## config.mk

```make
export PLATFORM = sky130hd
export DESIGN_NAME = memory_access_stage
export DESIGN_NICKNAME = d
export VERILOG_FILES = /design/src/rtl/memory_access_stage_pkg.sv /design/src/rtl/memory_access_stage_ma_wait_timer.sv /design/src/rtl/memory_access_stage.sv
export SDC_FILE = /design/constraint.sdc
export NUM_CORES = 1
export LEC_CHECK = 0
export BUFFER_PORTS_ARGS = -buffer_cell sky130_fd_sc_hd__buf_2
export CORE_MARGIN = 1
export CORE_UTILIZATION = 45
export CTS_CLUSTER_SIZE = 28
export DETAILED_ROUTE_END_ITERATION = 12
export GPL_ROUTABILITY_DRIVEN = 0
export MAX_ROUTING_LAYER = met4
export PLACE_DENSITY = 0.79
export SYNTH_ARGS = -nofsm -noshare
export SYNTH_HDL_FRONTEND = slang
export SYNTH_SLANG_ARGS = --single-unit
```

## constraint.sdc

```tcl
create_clock -name clk -period 1.5 [get_ports clk]
set_input_delay 0.15 -clock clk [delete_from_list [all_inputs] [get_ports clk]]
set_output_delay 0.15 -clock clk [all_outputs]
set_load 0.01 [all_outputs]
```

## src/rtl/memory_access_stage_pkg.sv

```systemverilog
// Shared definitions for the memory access (MA) stage.
//   - default widths and timeout length
//   - load/store opcode constants
//   - MA access FSM state encoding
package memory_access_stage_pkg;

    localparam int DEF_DATA_W    = 16;
    localparam int DEF_ADDR_W    = 8;
    localparam int DEF_REG_IDX_W = 4;
    localparam int DEF_CTRL_W    = 4;
    localparam int DEF_MAX_WAIT  = 15;

    localparam logic [DEF_CTRL_W-1:0] MA_LOAD_OP  = 4'b1100;
    localparam logic [DEF_CTRL_W-1:0] MA_STORE_OP = 4'b1110;

    // IDLE: accepting from EX. WAIT: a memory access is outstanding.
    typedef enum logic {
        IDLE = 1'b0,
        WAIT = 1'b1
    } ma_state_e;

endpackage

```

## src/rtl/memory_access_stage_ma_wait_timer.sv

```systemverilog
// Wait-state timer for the MA stage.
//   clk, reset_n : clock, synchronous active-low reset
//   clear        : force the count to zero (has priority over enable)
//   enable       : advance the count by one, saturating at MAX_WAIT
//   expired      : count has reached MAX_WAIT
module ma_wait_timer #(
    parameter int MAX_WAIT = 15
) (
    input  logic clk,
    input  logic reset_n,
    input  logic clear,
    input  logic enable,
    output logic expired
);

    localparam int CNT_W = $clog2(MAX_WAIT + 1);
    localparam logic [CNT_W-1:0] CNT_MAX = CNT_W'(MAX_WAIT);

    logic [CNT_W-1:0] count_q;
    logic [CNT_W-1:0] count_d;

    always_comb begin
        count_d = count_q;
        if (clear) begin
            count_d = '0;
        end else if (enable && (count_q != CNT_MAX)) begin
            count_d = count_q + 1'b1;
        end
    end

    always_ff @(posedge clk) begin
        if (!reset_n) begin
            count_q <= '0;
        end else begin
            count_q <= count_d;
        end
    end

    assign expired = (count_q == CNT_MAX);

endmodule

```

## src/rtl/memory_access_stage.sv

```systemverilog
// Memory access (MA) pipeline stage between EX and WB.
//   EX side : valid_ex, control_ex, result_ex (address for load/store),
//             reg_data_ex (store data), dest_reg_index_ex, dest_reg_write_en_ex;
//             stall_ma holds EX and everything upstream.
//   Memory  : mem_req/mem_we/mem_addr/mem_wdata out, mem_rdata/mem_ack in;
//             mem_error pulses for one cycle when an access is aborted.
//   WB side : registered valid_ma, control_ma, result_ma, data_ma,
//             dest_reg_index_ma, dest_reg_write_en_ma.
//
// Handshake: mem_req rises on the edge that captures a load/store and stays
// high, with mem_addr/mem_wdata/mem_we held stable, until the cycle in which
// mem_ack=1 is sampled (the access completes on that edge) or the wait timer
// expires (the access is aborted on that edge). mem_ack outside an access is
// ignored.
//
// Timing: the wait counter is zero in the first WAIT cycle and counts every
// WAIT cycle without an ack. After MAX_WAIT such cycles it reads MAX_WAIT;
// an ack in that cycle still completes the access, otherwise it is aborted.
module memory_access_stage
    import memory_access_stage_pkg::*;
#(
    parameter int DATA_W    = DEF_DATA_W,
    parameter int ADDR_W    = DEF_ADDR_W,
    parameter int REG_IDX_W = DEF_REG_IDX_W,
    parameter int CTRL_W    = DEF_CTRL_W,
    parameter logic [CTRL_W-1:0] LOAD_OP  = MA_LOAD_OP,
    parameter logic [CTRL_W-1:0] STORE_OP = MA_STORE_OP,
    parameter int MAX_WAIT  = DEF_MAX_WAIT
) (
    input  logic                 clk,
    input  logic                 reset_n,
    input  logic                 valid_ex,
    input  logic [CTRL_W-1:0]    control_ex,
    input  logic [DATA_W-1:0]    result_ex,
    input  logic [DATA_W-1:0]    reg_data_ex,
    input  logic [REG_IDX_W-1:0] dest_reg_index_ex,
    input  logic                 dest_reg_write_en_ex,
    output logic                 stall_ma,
    output logic                 mem_req,
    output logic                 mem_we,
    output logic [ADDR_W-1:0]    mem_addr,
    output logic [DATA_W-1:0]    mem_wdata,
    input  logic [DATA_W-1:0]    mem_rdata,
    input  logic                 mem_ack,
    output logic                 mem_error,
    output logic                 valid_ma,
    output logic [CTRL_W-1:0]    control_ma,
    output logic [DATA_W-1:0]    result_ma,
    output logic [DATA_W-1:0]    data_ma,
    output logic [REG_IDX_W-1:0] dest_reg_index_ma,
    output logic                 dest_reg_write_en_ma
);

    ma_state_e state_q, state_d;

    // Hold registers: the in-flight instruction while EX moves on is not
    // possible (EX is stalled), but EX fields are only trusted on capture.
    logic [CTRL_W-1:0]    hold_ctrl_q,   hold_ctrl_d;
    logic [DATA_W-1:0]    hold_result_q, hold_result_d;
    logic [DATA_W-1:0]    hold_wdata_q,  hold_wdata_d;
    logic [REG_IDX_W-1:0] hold_dest_q,   hold_dest_d;
    logic                 hold_dwe_q,    hold_dwe_d;

    logic mem_req_q,   mem_req_d;
    logic mem_we_q,    mem_we_d;
    logic mem_error_q, mem_error_d;

    logic                 valid_ma_q,   valid_ma_d;
    logic [CTRL_W-1:0]    control_ma_q, control_ma_d;
    logic [DATA_W-1:0]    result_ma_q,  result_ma_d;
    logic [DATA_W-1:0]    data_ma_q,    data_ma_d;
    logic [REG_IDX_W-1:0] dest_idx_ma_q, dest_idx_ma_d;
    logic                 dest_we_ma_q,  dest_we_ma_d;

    logic is_mem;
    logic timer_clear;
    logic timer_enable;
    logic timer_expired;

    assign is_mem = valid_ex && ((control_ex == LOAD_OP) || (control_ex == STORE_OP));

    // Counter sits at zero while idle, so it starts from zero in WAIT.
    assign timer_clear  = (state_q == IDLE);
    assign timer_enable = (state_q == WAIT) && !mem_ack;

    ma_wait_timer #(
        .MAX_WAIT (MAX_WAIT)
    ) u_wait_timer (
        .clk     (clk),
        .reset_n (reset_n),
        .clear   (timer_clear),
        .enable  (timer_enable),
        .expired (timer_expired)
    );

    always_comb begin
        state_d       = state_q;
        hold_ctrl_d   = hold_ctrl_q;
        hold_result_d = hold_result_q;
        hold_wdata_d  = hold_wdata_q;
        hold_dest_d   = hold_dest_q;
        hold_dwe_d    = hold_dwe_q;
        mem_req_d     = mem_req_q;
        mem_we_d      = mem_we_q;
        mem_error_d   = 1'b0;
        valid_ma_d    = valid_ma_q;
        control_ma_d  = control_ma_q;
        result_ma_d   = result_ma_q;
        data_ma_d     = data_ma_q;
        dest_idx_ma_d = dest_idx_ma_q;
        dest_we_ma_d  = dest_we_ma_q;
        stall_ma      = 1'b0;

        unique case (state_q)
            IDLE: begin
                if (is_mem) begin
                    stall_ma      = 1'b1;
                    hold_ctrl_d   = control_ex;
                    hold_result_d = result_ex;
                    hold_wdata_d  = reg_data_ex;
                    hold_dest_d   = dest_reg_index_ex;
                    hold_dwe_d    = dest_reg_write_en_ex;
                    mem_req_d     = 1'b1;
                    mem_we_d      = (control_ex == STORE_OP);
                    valid_ma_d    = 1'b0;
                    dest_we_ma_d  = 1'b0;
                    state_d       = WAIT;
                end else begin
                    valid_ma_d    = valid_ex;
                    control_ma_d  = control_ex;
                    result_ma_d   = result_ex;
                    data_ma_d     = '0;
                    dest_idx_ma_d = dest_reg_index_ex;
                    dest_we_ma_d  = dest_reg_write_en_ex;
                end
            end
            WAIT: begin
                // Ack in the expiry cycle still completes, so it is tested first.
                stall_ma = !mem_ack && !timer_expired;
                if (mem_ack || timer_expired) begin
                    valid_ma_d    = 1'b1;
                    control_ma_d  = hold_ctrl_q;
                    result_ma_d   = hold_result_q;
                    dest_idx_ma_d = hold_dest_q;
                    mem_req_d     = 1'b0;
                    mem_we_d      = 1'b0;
                    state_d       = IDLE;
                    if (mem_ack) begin
                        dest_we_ma_d = hold_dwe_q;
                        data_ma_d    = (hold_ctrl_q == LOAD_OP) ? mem_rdata : '0;
                    end else begin
                        dest_we_ma_d = 1'b0;
                        data_ma_d    = '0;
                        mem_error_d  = 1'b1;
                    end
                end else begin
                    valid_ma_d   = 1'b0;
                    dest_we_ma_d = 1'b0;
                end
            end
            default: state_d = IDLE;
        endcase
    end

    always_ff @(posedge clk) begin
        if (!reset_n) begin
            state_q       <= IDLE;
            hold_ctrl_q   <= '0;
            hold_result_q <= '0;
            hold_wdata_q  <= '0;
            hold_dest_q   <= '0;
            hold_dwe_q    <= 1'b0;
            mem_req_q     <= 1'b0;
            mem_we_q      <= 1'b0;
            mem_error_q   <= 1'b0;
            valid_ma_q    <= 1'b0;
            control_ma_q  <= '0;
            result_ma_q   <= '0;
            data_ma_q     <= '0;
            dest_idx_ma_q <= '0;
            dest_we_ma_q  <= 1'b0;
        end else begin
            state_q       <= state_d;
            hold_ctrl_q   <= hold_ctrl_d;
            hold_result_q <= hold_result_d;
            hold_wdata_q  <= hold_wdata_d;
            hold_dest_q   <= hold_dest_d;
            hold_dwe_q    <= hold_dwe_d;
            mem_req_q     <= mem_req_d;
            mem_we_q      <= mem_we_d;
            mem_error_q   <= mem_error_d;
            valid_ma_q    <= valid_ma_d;
            control_ma_q  <= control_ma_d;
            result_ma_q   <= result_ma_d;
            data_ma_q     <= data_ma_d;
            dest_idx_ma_q <= dest_idx_ma_d;
            dest_we_ma_q  <= dest_we_ma_d;
        end
    end

    assign mem_req              = mem_req_q;
    assign mem_we               = mem_we_q;
    assign mem_addr             = hold_result_q[ADDR_W-1:0];
    assign mem_wdata            = hold_wdata_q;
    assign mem_error            = mem_error_q;
    assign valid_ma             = valid_ma_q;
    assign control_ma           = control_ma_q;
    assign result_ma            = result_ma_q;
    assign data_ma              = data_ma_q;
    assign dest_reg_index_ma    = dest_idx_ma_q;
    assign dest_reg_write_en_ma = dest_we_ma_q;

endmodule
```

# After elaboration in Yosys (flattened, before gate mapping)
# Cells that the tools add are included.
word_totals:
  register_bits: 91
  latchBits: 0
  mem_bits_rw: 0
  rom_bits: 0
  in_bits: 61
  word_cells: 70
  n_memories: 0
op_classes:
  n_addsub: 1
  multipliers: 0
  div_mod_pow: 0
  magnitude_cmp: 0
  n_eq_ne: 8
  shifts: 0
  mux: 31
  bitwise_logic: 1
  n_reduce_logical: 13
op_table:
  columns: ["operator", "count"]
  rows:
  - ["16-bit two-way mux", 6]
  - ["16-bit case mux with 2 select lines", 2]
  - ["4-bit equality test (second input constant)", 4]
  - ["4-bit two-way mux", 4]
  - ["4-bit case mux with 2 select lines", 2]
  - ["1-bit case mux with 2 select lines", 6]
  - ["1-bit two-way mux", 11]
  - ["2-bit AND reduction", 4]
  - ["4-bit by 1-bit adder with 4-bit output (second input constant)", 1]
  - ["1-bit logical AND", 4]
  - ["2-bit inequality test (second input constant)", 2]
  - ["4-bit inequality test (second input constant)", 1]
  - ["3-bit AND reduction", 1]
  - ["1-bit zero test", 2]
  - ["1-bit logical OR", 2]
  - ["2-bit by 1-bit inequality test with 1-bit output (second input constant)", 1]
  - ["1-bit NOT", 1]

# Depth between registers and ports, before layout
# Gate-level depths: netlist (run 1).
logic_depth:
  ltp_word: 5
  depth_mapped: 6
  mapped_depth_nobuf: 5

# Cells and area by module
# A second synthesis (run 1) with hierarchy kept.
unflattened:
  hier_cells: 442
  hier_area_um2: 3935.0
modules_own_cells:
  columns: ["mod", "n_inst", "cells_per_inst", "area_per_inst_um2", "seq_area_each_um2"]
  rows:
  - ["memory_access_stage", 1, 420, 3737.3, 1741.7]
  - ["ma_wait_timer", 1, 22, 197.7, 80.1]

# Worst setup path before layout (run 1)
# OpenSTA, ideal clock, no wires.
synth_path:
  path_kind: "register to register"
  from: "reg u_wait_timer.count_q[0]"
  to: "reg dest_idx_ma_q[2] (netlist: dest_reg_index_ma[2])"
  arrival_time_ns: 1.515
  t_required_ns: 1.428
  path_slack_ns: -0.086
  stages_incl_launch_ff: 7
  cell_sequence: "dfxtp_1 > ha_1 > a31oi_4 > mux2i_4 > inv_4 > buf_6 > mux2i_1"
synth_via:
  elab_chain_cells: 4
synth_rtl:
  columns: ["item", "line_no", "text"]
  rows:
  - ["start: declaration", "memory_access_stage_ma_wait_timer.sv:19", "logic [CNT_W-1:0] count_q;"]
  - ["start signal: assignment", "memory_access_stage_ma_wait_timer.sv:35", "count_q <= count_d;"]
  - ["4-bit equality test", "memory_access_stage_ma_wait_timer.sv:39", "assign expired = (count_q == CNT_MAX);"]
  - ["1-bit logical OR", "memory_access_stage.sv:140", "if (mem_ack || timer_expired) begin"]
  - ["2-bit by 1-bit inequality test with 1-bit output (no source line)", null, null]
  - ["2-bit AND reduction (no source line)", null, null]
  - ["end signal: assignment", "memory_access_stage.sv:196", "dest_idx_ma_q <= dest_idx_ma_d;"]
  - ["end: declaration", "memory_access_stage.sv:72", "logic [REG_IDX_W-1:0] dest_idx_ma_q, dest_idx_ma_d;"]
# Every way passes these cells.
# A chain may end at the register's enable or synchronous reset.

# Worst setup path after layout (run 1)
layout_path:
  from: "reg u_wait_timer.count_q[0]"
  to: "reg control_ma_q[1] (netlist: control_ma[1])"
layout_via:
  elab_chain_cells: 4
layout_rtl:
  columns: ["item", "line_no", "text"]
  rows:
  - ["4-bit equality test", "memory_access_stage_ma_wait_timer.sv:39", null]
  - ["1-bit logical OR", "memory_access_stage.sv:140", null]
  - ["2-bit by 1-bit inequality test with 1-bit output (no source line)", null, null]
  - ["2-bit AND reduction (no source line)", null, null]
  - ["end signal: assignment", "memory_access_stage.sv:193", "control_ma_q <= control_ma_d;"]
  - ["end: declaration", "memory_access_stage.sv:69", "logic [CTRL_W-1:0] control_ma_q, control_ma_d;"]
# Every way passes these cells.

==> results of run 1 <==
==> power breakdown <==
part	leakage (nW)	internal, mW	total (mW)	switching, mW
logic	1.21	0.235	0.513	0.278
registers	0.744	2.49	2.52	0.0366
clock network	0.0924	0.647	1.51	0.863
total	2.05	3.37	4.54	1.18
==> metal layers <==
metal	vias up	track usage (%)	routed length [µm]
met2	137	36.5	4550
met5	-	-	0
li1	1765	-	-
met3	21	5.31	736
met1	1647	28.1	4250
met4	0	9.74	214
==> registers in the layout, indices dropped and copies added (netlist names) <==
name and cells:
hold_result_q 16, mem_we 1, control_ma 4, dest_reg_write_en_ma 1
dest_reg_index_ma 4, valid_ma 1, hold_dwe_q 1, data_ma 16
hold_dest_q 4, u_wait_timer.count_q 4, state_q 1, mem_wdata 16
mem_error 1, result_ma 16, mem_req 1, hold_ctrl_q 4
==> cell type report <==
type | instances | area [µm²] | share of cell area (%)
Timing Repair Buffer | 156 | 902 | 18.7
Clock buffer | 10 | 138 | 2.85
Sequential cell | 91 | 1830 | 37.9
Tap cell | 105 | 131 | 2.72
Clock inverter | 6 | 40.0 | 0.829
Inverter | 3 | 13.8 | 0.285
Multi-Input combinational cell | 299 | 1780 | 36.8
==> placed cells by master, fill, tap and decap left out, types with 2 or more instances in the layout <==
| cell type | instances |
|---|---|
| buf_2 | 129 |
| buf_6 | 3 |
| nand4_1 | 3 |
| nor2_1 | 5 |
| buf_4 | 21 |
| mux2i_1 | 24 |
| dfxtp_2 | 3 |
| o22ai_1 | 16 |
| nand2_1 | 86 |
| o21a_1 | 2 |
| buf_12 | 2 |
| mux2_2 | 23 |
| o21ai_0 | 38 |
| a21oi_1 | 40 |
| dfxtp_1 | 87 |
| clkinv_2 | 3 |
| nand3_1 | 43 |
| clkbuf_8 | 10 |
==> per-stage QoR <==
stage,power [mW],setup WS [ns],utilization (%)
after floorplan,2.86,0.00474,-
after global routing,4.75,-0.0747,58.5
final,4.54,-0.0212,58.5
after global placement,3.06,0.121,55.2
after CTS,4.58,-0.0335,58.0
after detailed placement,3.08,0.0679,55.2
==> worst max-delay path: cells and delay by family (launching register included) <==
kind / cells / cell delay [ns]
AOI/OAI and AO/OA: 1 / 0.19
muxes: 2 / 0.32
DFF: 1 / 0.36
adders and majority gates: 1 / 0.17
buffers and inverters: 3 / 0.39
==> worst paths after layout <==
kind / depth (start not counted) / slack (ns) / from / end
min: 3 / 0.03 / reg_data_ex[7] / mem_wdata[7]$_SDFFE_PN0P_
max reg2reg: 7 / -0.02 / u_wait_timer.count_q[0]$_SDFFE_PN0P_ / control_ma[1]$_SDFFE_PN0P_
max: 7 / -0.02 / u_wait_timer.count_q[0]$_SDFFE_PN0P_ / control_ma[1]$_SDFFE_PN0P_
min reg2reg: 2 / 0.45 / hold_ctrl_q[0]$_SDFFE_PN0P_ / hold_ctrl_q[0]$_SDFFE_PN0P_
==> what timing repair did <==
item                       in CTS  in global routing
setup buffers                   5                  1
setup endpoints to repair       1                 23
pin swaps                       0                  2
hold buffers                    0                  0
gates cloned                    0                  1
gates resized for setup         5                  4
==> cells by family (layout without fill, tap and decap cells) <==
group | after synthesis | count (layout)
and+or+nand+nor | 144 | 144
AOI/OAI and AO/OA | 105 | 105
DFF | 91 | 91
buffers and inverters | 50 | 175
muxes | 48 | 48
adders and majority gates | 1 | 1
xor gates and xnor gates | 1 | 1
==> flow_summary.json, run 1 <==
{
  "status": "finished with violations",
  "violations": "negative setup slack",
  "path_clk_slew_ns": 0.10,
  "grt_pass1_wl_um": 15600,
  "ir_worst_vdd_v": 0.000521,
  "synth_edf_count": 0,
  "design_area_um2": 4830,
  "io_buffers": 130,
  "avgSynthCellArea_um2": 8.74,
  "whs_ns": 0.0266,
  "setup_slack_ns": -0.0212,
  "final_antenna_net_count": 0,
  "drcViolationCount": 0,
  "wl_um": 9750,
  "clockBufferDepth": 2,
  "final_cells": 670,
  "clockRootBuffer": "clkbuf_8",
  "syn-num-nets": 502,
  "fp.dieW_um": 94.4,
  "netlist_area_um2": 3840,
  "cts_tree": "done",
  "ys_warn_count": 0,
  "finalCriticalPeriod_ns": 1.52,
  "dp_hpwl_um": 6520,
  "initial_core_util_pct": 46.5,
  "drive_above_1_share_pct": 36.5,
  "ys_types": 39,
  "timing.fmax_ghz": 0.657,
  "cap_violations": 0,
  "cp-end-kind": "flip-flop",
  "track_usage_pct": 23.0,
  "setup_viol": 5,
  "startpoint_type": "flip-flop",
  "hp-class": "in2reg",
  "synth.top_cell.area_share_pct": 47.4,
  "num_rows": 33,
  "avgViaCountPerCell": 5.33,
  "critPathKind": "reg2reg",
  "dieArea_um2": 8920,
  "area_growth_pct": 25.7,
  "period_share_pct": 101,
  "htree_levels": 3,
  "crit_arrival_ns": 1.80,
  "n_fill_cell": 740,
  "synth_top_area_cell": "dfxtp_1",
  "synthAdderAreaFrac_pct": 0.326,
  "cellLeakagePower_nw": 2.05,
  "num_io_pins": 131,
  "ys_seq_area_share_pct": 47.4,
  "required_ns": 1.77,
  "synth.area.mux_share_pct": 13.6,
  "relSlewSlack_pct": 75.4,
  "crit_slowest_cell": "dfxtp_4",
  "async_flop_share_pct": 0,
  "cellPowerDensity_nw_per_um2": 941,
  "num_vias": 3570,
  "ys_seq_elements": 91,
  "synth_flop_cell": "dfxtp_1",
  "synth_simple_gate_area_share_pct": 16.3,
  "drtPass1Iterations": 5,
  "place_area_um2": 4550,
  "synthCells": 440,
  "synth_commonest_cells": "dfxtp_1 (91), nand2_1 (86), nand3_1 (43), a21oi_1 (40), o21ai_0 (38)",
  "synth_xor_area_share_pct": 0.228,
  "ys_top_cells_by_area": "dfxtp_1 (47%), nand2_1 (8.4%), mux2_2 (6.7%)",
  "dp.cells": 647,
  "num_antenna_cells": 0,
  "cts_buffers": 9,
  "routedWlPerCell_um": 14.5,
  "skew_ns": 0.0140,
  "tightestPinTransition_ns": 0.369,
  "synth_compound_area_share_pct": 15.5,
  "synth_top_family_by_area": "simple AND/OR/NAND/NOR gates",
  "crit_fanout": 8,
  "antenna_found_initial": 0,
  "core-area_um2": 8260,
  "die_h_um": 94.4,
  "yosysMostFrequentCell": "dfxtp_1",
  "setup_tns_ns": -0.0612,
  "grt_max_degree": 42,
  "grt_pass1_vias": 3346,
  "drt_iter0_markers": 195,
  "path_cells": "ha_4 -> a31oi_4 -> mux2i_4 -> inv_4 -> buf_4 -> buf_12 -> mux2i_1",
  "grt_setup_unrepaired": "yes",
  "gr-total-overflow": 0,
  "critPathMaxStageDelay_ns": 0.36,
  "worstSkewPairLatency_ns": 0.36,
  "cts_sinks": 91,
  "finalNetCount": 622,
  "slew_viol_final": 0,
  "final_hold_viol_count": 0
}
Power figures use the tool's default switching activity.
==> run 2: changes to the inputs <==
--- a/config.mk
+++ b/config.mk
@@ -7,12 +7,12 @@
 export LEC_CHECK = 0
 export BUFFER_PORTS_ARGS = -buffer_cell sky130_fd_sc_hd__buf_2
 export CORE_MARGIN = 1
-export CORE_UTILIZATION = 45
+export CORE_UTILIZATION = 54
 export CTS_CLUSTER_SIZE = 28
 export DETAILED_ROUTE_END_ITERATION = 12
 export GPL_ROUTABILITY_DRIVEN = 0
 export MAX_ROUTING_LAYER = met4
-export PLACE_DENSITY = 0.79
+export PLACE_DENSITY = 0.88
 export SYNTH_ARGS = -nofsm -noshare
 export SYNTH_HDL_FRONTEND = slang
 export SYNTH_SLANG_ARGS = --single-unit
==> constraint.sdc (replaced) <==
create_clock -name clk -period 1.9 [get_ports clk]
set_input_delay 0.19 -clock clk [delete_from_list [all_inputs] [get_ports clk]]
set_output_delay 0.19 -clock clk [all_outputs]
set_load 0.01 [all_outputs]
==> flow_summary.json, run 2 (synthesis results as in run 1) <==
{
  "cp_num_cells": 5,
  "switchingPower_mw": 0.972,
  "htree_levels": 3,
  "drive_above_1_share_pct": 35.0,
  "num_vias": 3585,
  "core-area_um2": 6830,
  "grt_setup_unrepaired": "no",
  "final_antenna_net_count": 0,
  "slew_viol_final": 0,
  "crit_slowest_cell": "dfxtp_1",
  "dp_hpwl_um": 6630,
  "path_buf_inv": 2,
  "cellPowerDensity_nw_per_um2": 769,
  "r2r_slack_ns": 0.33,
  "cap_violations": 0,
  "clockRootBuffer": "clkbuf_8",
  "startpoint_type": "flip-flop",
  "num_rows": 30,
  "setup_viol": 0,
  "clockBufferDepth": 2,
  "hp-class": "in2reg",
  "grt_pass1_wl_um": 15600,
  "gr-total-overflow": 0,
  "routedWlPerCell_um": 14.7,
  "cts_setup_buffers": 0,
  "initial_core_util_pct": 56.3,
  "critPathMaxStageDelay_ns": 0.38,
  "critPathCapture": "stall_ma",
  "timing.fmax_ghz": 0.561,
  "cellLeakagePower_nw": 1.99,
  "utilization_pct": 68.8,
  "drtPass1Iterations": 4,
  "switching_share_pct": 26.9,
  "r2r-start": "u_wait_timer.count_q[0]$_SDFFE_PN0P_",
  "skew_ns": 0.0145,
  "required_ns": 1.71,
  "grt_pass1_vias": 3417,
  "tightestPinTransition_ns": 0.583,
  "status": "finished clean",
  "track_usage_pct": 27.4,
  "drt_iter0_markers": 282,
  "finalCriticalPeriod_ns": 1.78,
  "ir_worst_vdd_v": 0.000401,
  "worstSkewPairLatency_ns": 0.36,
  "critPathTopFamily": "flip-flops",
  "cts_buffers": 9,
  "p_clk_share_pct": 33.9,
  "n_fill_cell": 539,
  "io_buffers": 130,
  "num_io_pins": 131,
  "fp.dieW_um": 86.4,
  "seq_power_share_pct": 55.2,
  "design_area_um2": 4700,
  "die_h_um": 86.4,
  "power.internal_mw": 2.64,
  "final_cells": 653,
  "cts_sinks": 91,
  "period_share_pct": 93.8,
  "cp-end-kind": "output pin",
  "cts_tree": "done",
  "dp.cells": 637,
  "path_clk_slew_ns": 0.10,
  "rr_worst_depth": 6,
  "postCtsHoldBufs": 0,
  "final_cell_mix": "buf_2 (130), dfxtp_1 (90), nand2_1 (86)",
  "setup.worst_path.start": "u_wait_timer.count_q[0]$_SDFFE_PN0P_",
  "relSlewSlack_pct": 61.1,
  "wl_um": 9610,
  "dieArea_um2": 7460,
  "avgViaCountPerCell": 5.49,
  "finalNetCount": 614,
  "final_common_cell": "buf_2",
  "place_area_um2": 4510,
  "antenna_found_initial": 0,
  "reg2reg_to": "result_ma[11]$_SDFFE_PN0P_",
  "path_cells": "ha_2 -> a31oi_4 -> mux2i_4 -> inv_6 -> buf_2",
  "drcViolationCount": 0,
  "crit_arrival_ns": 1.59,
  "area_growth_pct": 22.2,
  "num_antenna_cells": 0,
  "pwr-share-comb_pct": 10.9,
  "final_hold_viol_count": 0,
  "crit_fanout": 13,
  "setup_tns_ns": 0,
  "grt_max_degree": 51,
  "critPathKind": "reg2out"
}
## run 2: changes by cell type in the layout (fill, tap and decap cells not counted), moves of 2 or more
cell / previous run / this run
buf_4: 21 / 18
buf_6: 3 / 0
dfxtp_1: 87 / 90
buf_12: 2 / 0
clkinv_2: 3 / 1
dfxtp_2: 3 / 1
inv_6: 1 / 3
inv_8: 0 / 2
## run 2: layer usage
metal  global-route usage [%]  part of all wire, %
met5                        -                    0
met4                     12.4                  1.4
met3                     4.95                  6.8
met2                     46.2                   50
met1                     32.0                   42
## run 2: power by group through the flow
stage | logic (mW) | registers, mW | clock network [mW]
floorplan | 0.203 | 2.05 | 0
global placement | 0.375 | 2.03 | 0
detailed placement | 0.388 | 2.04 | 0
CTS | 0.391 | 1.99 | 1.24
global route | 0.430 | 2.00 | 1.33
finish | 0.393 | 1.99 | 1.23
## run 2: worst min-delay path by stage
stage	from	to	slack [ns]	cells after the start
finish	reg_data_ex[9]	mem_wdata[9]$_SDFFE_PN0P_	0.07	3
global placement	hold_ctrl_q[0]$_SDFFE_PN0P_	hold_ctrl_q[0]$_SDFFE_PN0P_	0.43	2
CTS	mem_rdata[8]	data_ma[8]$_SDFFE_PN0P_	0.06	3
detailed placement	hold_ctrl_q[0]$_SDFFE_PN0P_	hold_ctrl_q[0]$_SDFFE_PN0P_	0.44	2
global route	mem_rdata[4]	data_ma[4]$_SDFFE_PN0P_	0.06	3
floorplan	mem_ack	mem_error$_SDFF_PN0_	0.27	1
## run 2: final cells by class
type	instances	area (µm²)	share of cell area [%]
clock buffer	9	124	2.64
clock inverter	7	60.1	1.28
inverter	3	16.3	0.346
multi-input combinational	299	1770	37.6
sequential	91	1820	38.8
tap	96	120	2.56
timing repair buffer	148	786	16.7
## run 2: worst min-delay path: stages
cell and delay [ns]:
buf_2 0.09, nand3_1 0.05, a21oi_1 0.05
## run 2: stage by stage
step | power, mW | setup WS (ns) | hold WS (ns)
after floorplan | 2.26 | 0.314 | 0.269
after global placement | 2.41 | 0.364 | 0.433
after detailed placement | 2.43 | 0.249 | 0.440
after CTS | 3.63 | 0.00892 | 0.0619
after global routing | 3.76 | 0.00630 | 0.0598
final | 3.61 | 0.118 | 0.0750
## run 2: timing repair
item	4_1_cts	5_1_grt
gates resized for setup	0	2
hold endpoints to repair	0	0
endpoints found under the setup margin	0	1
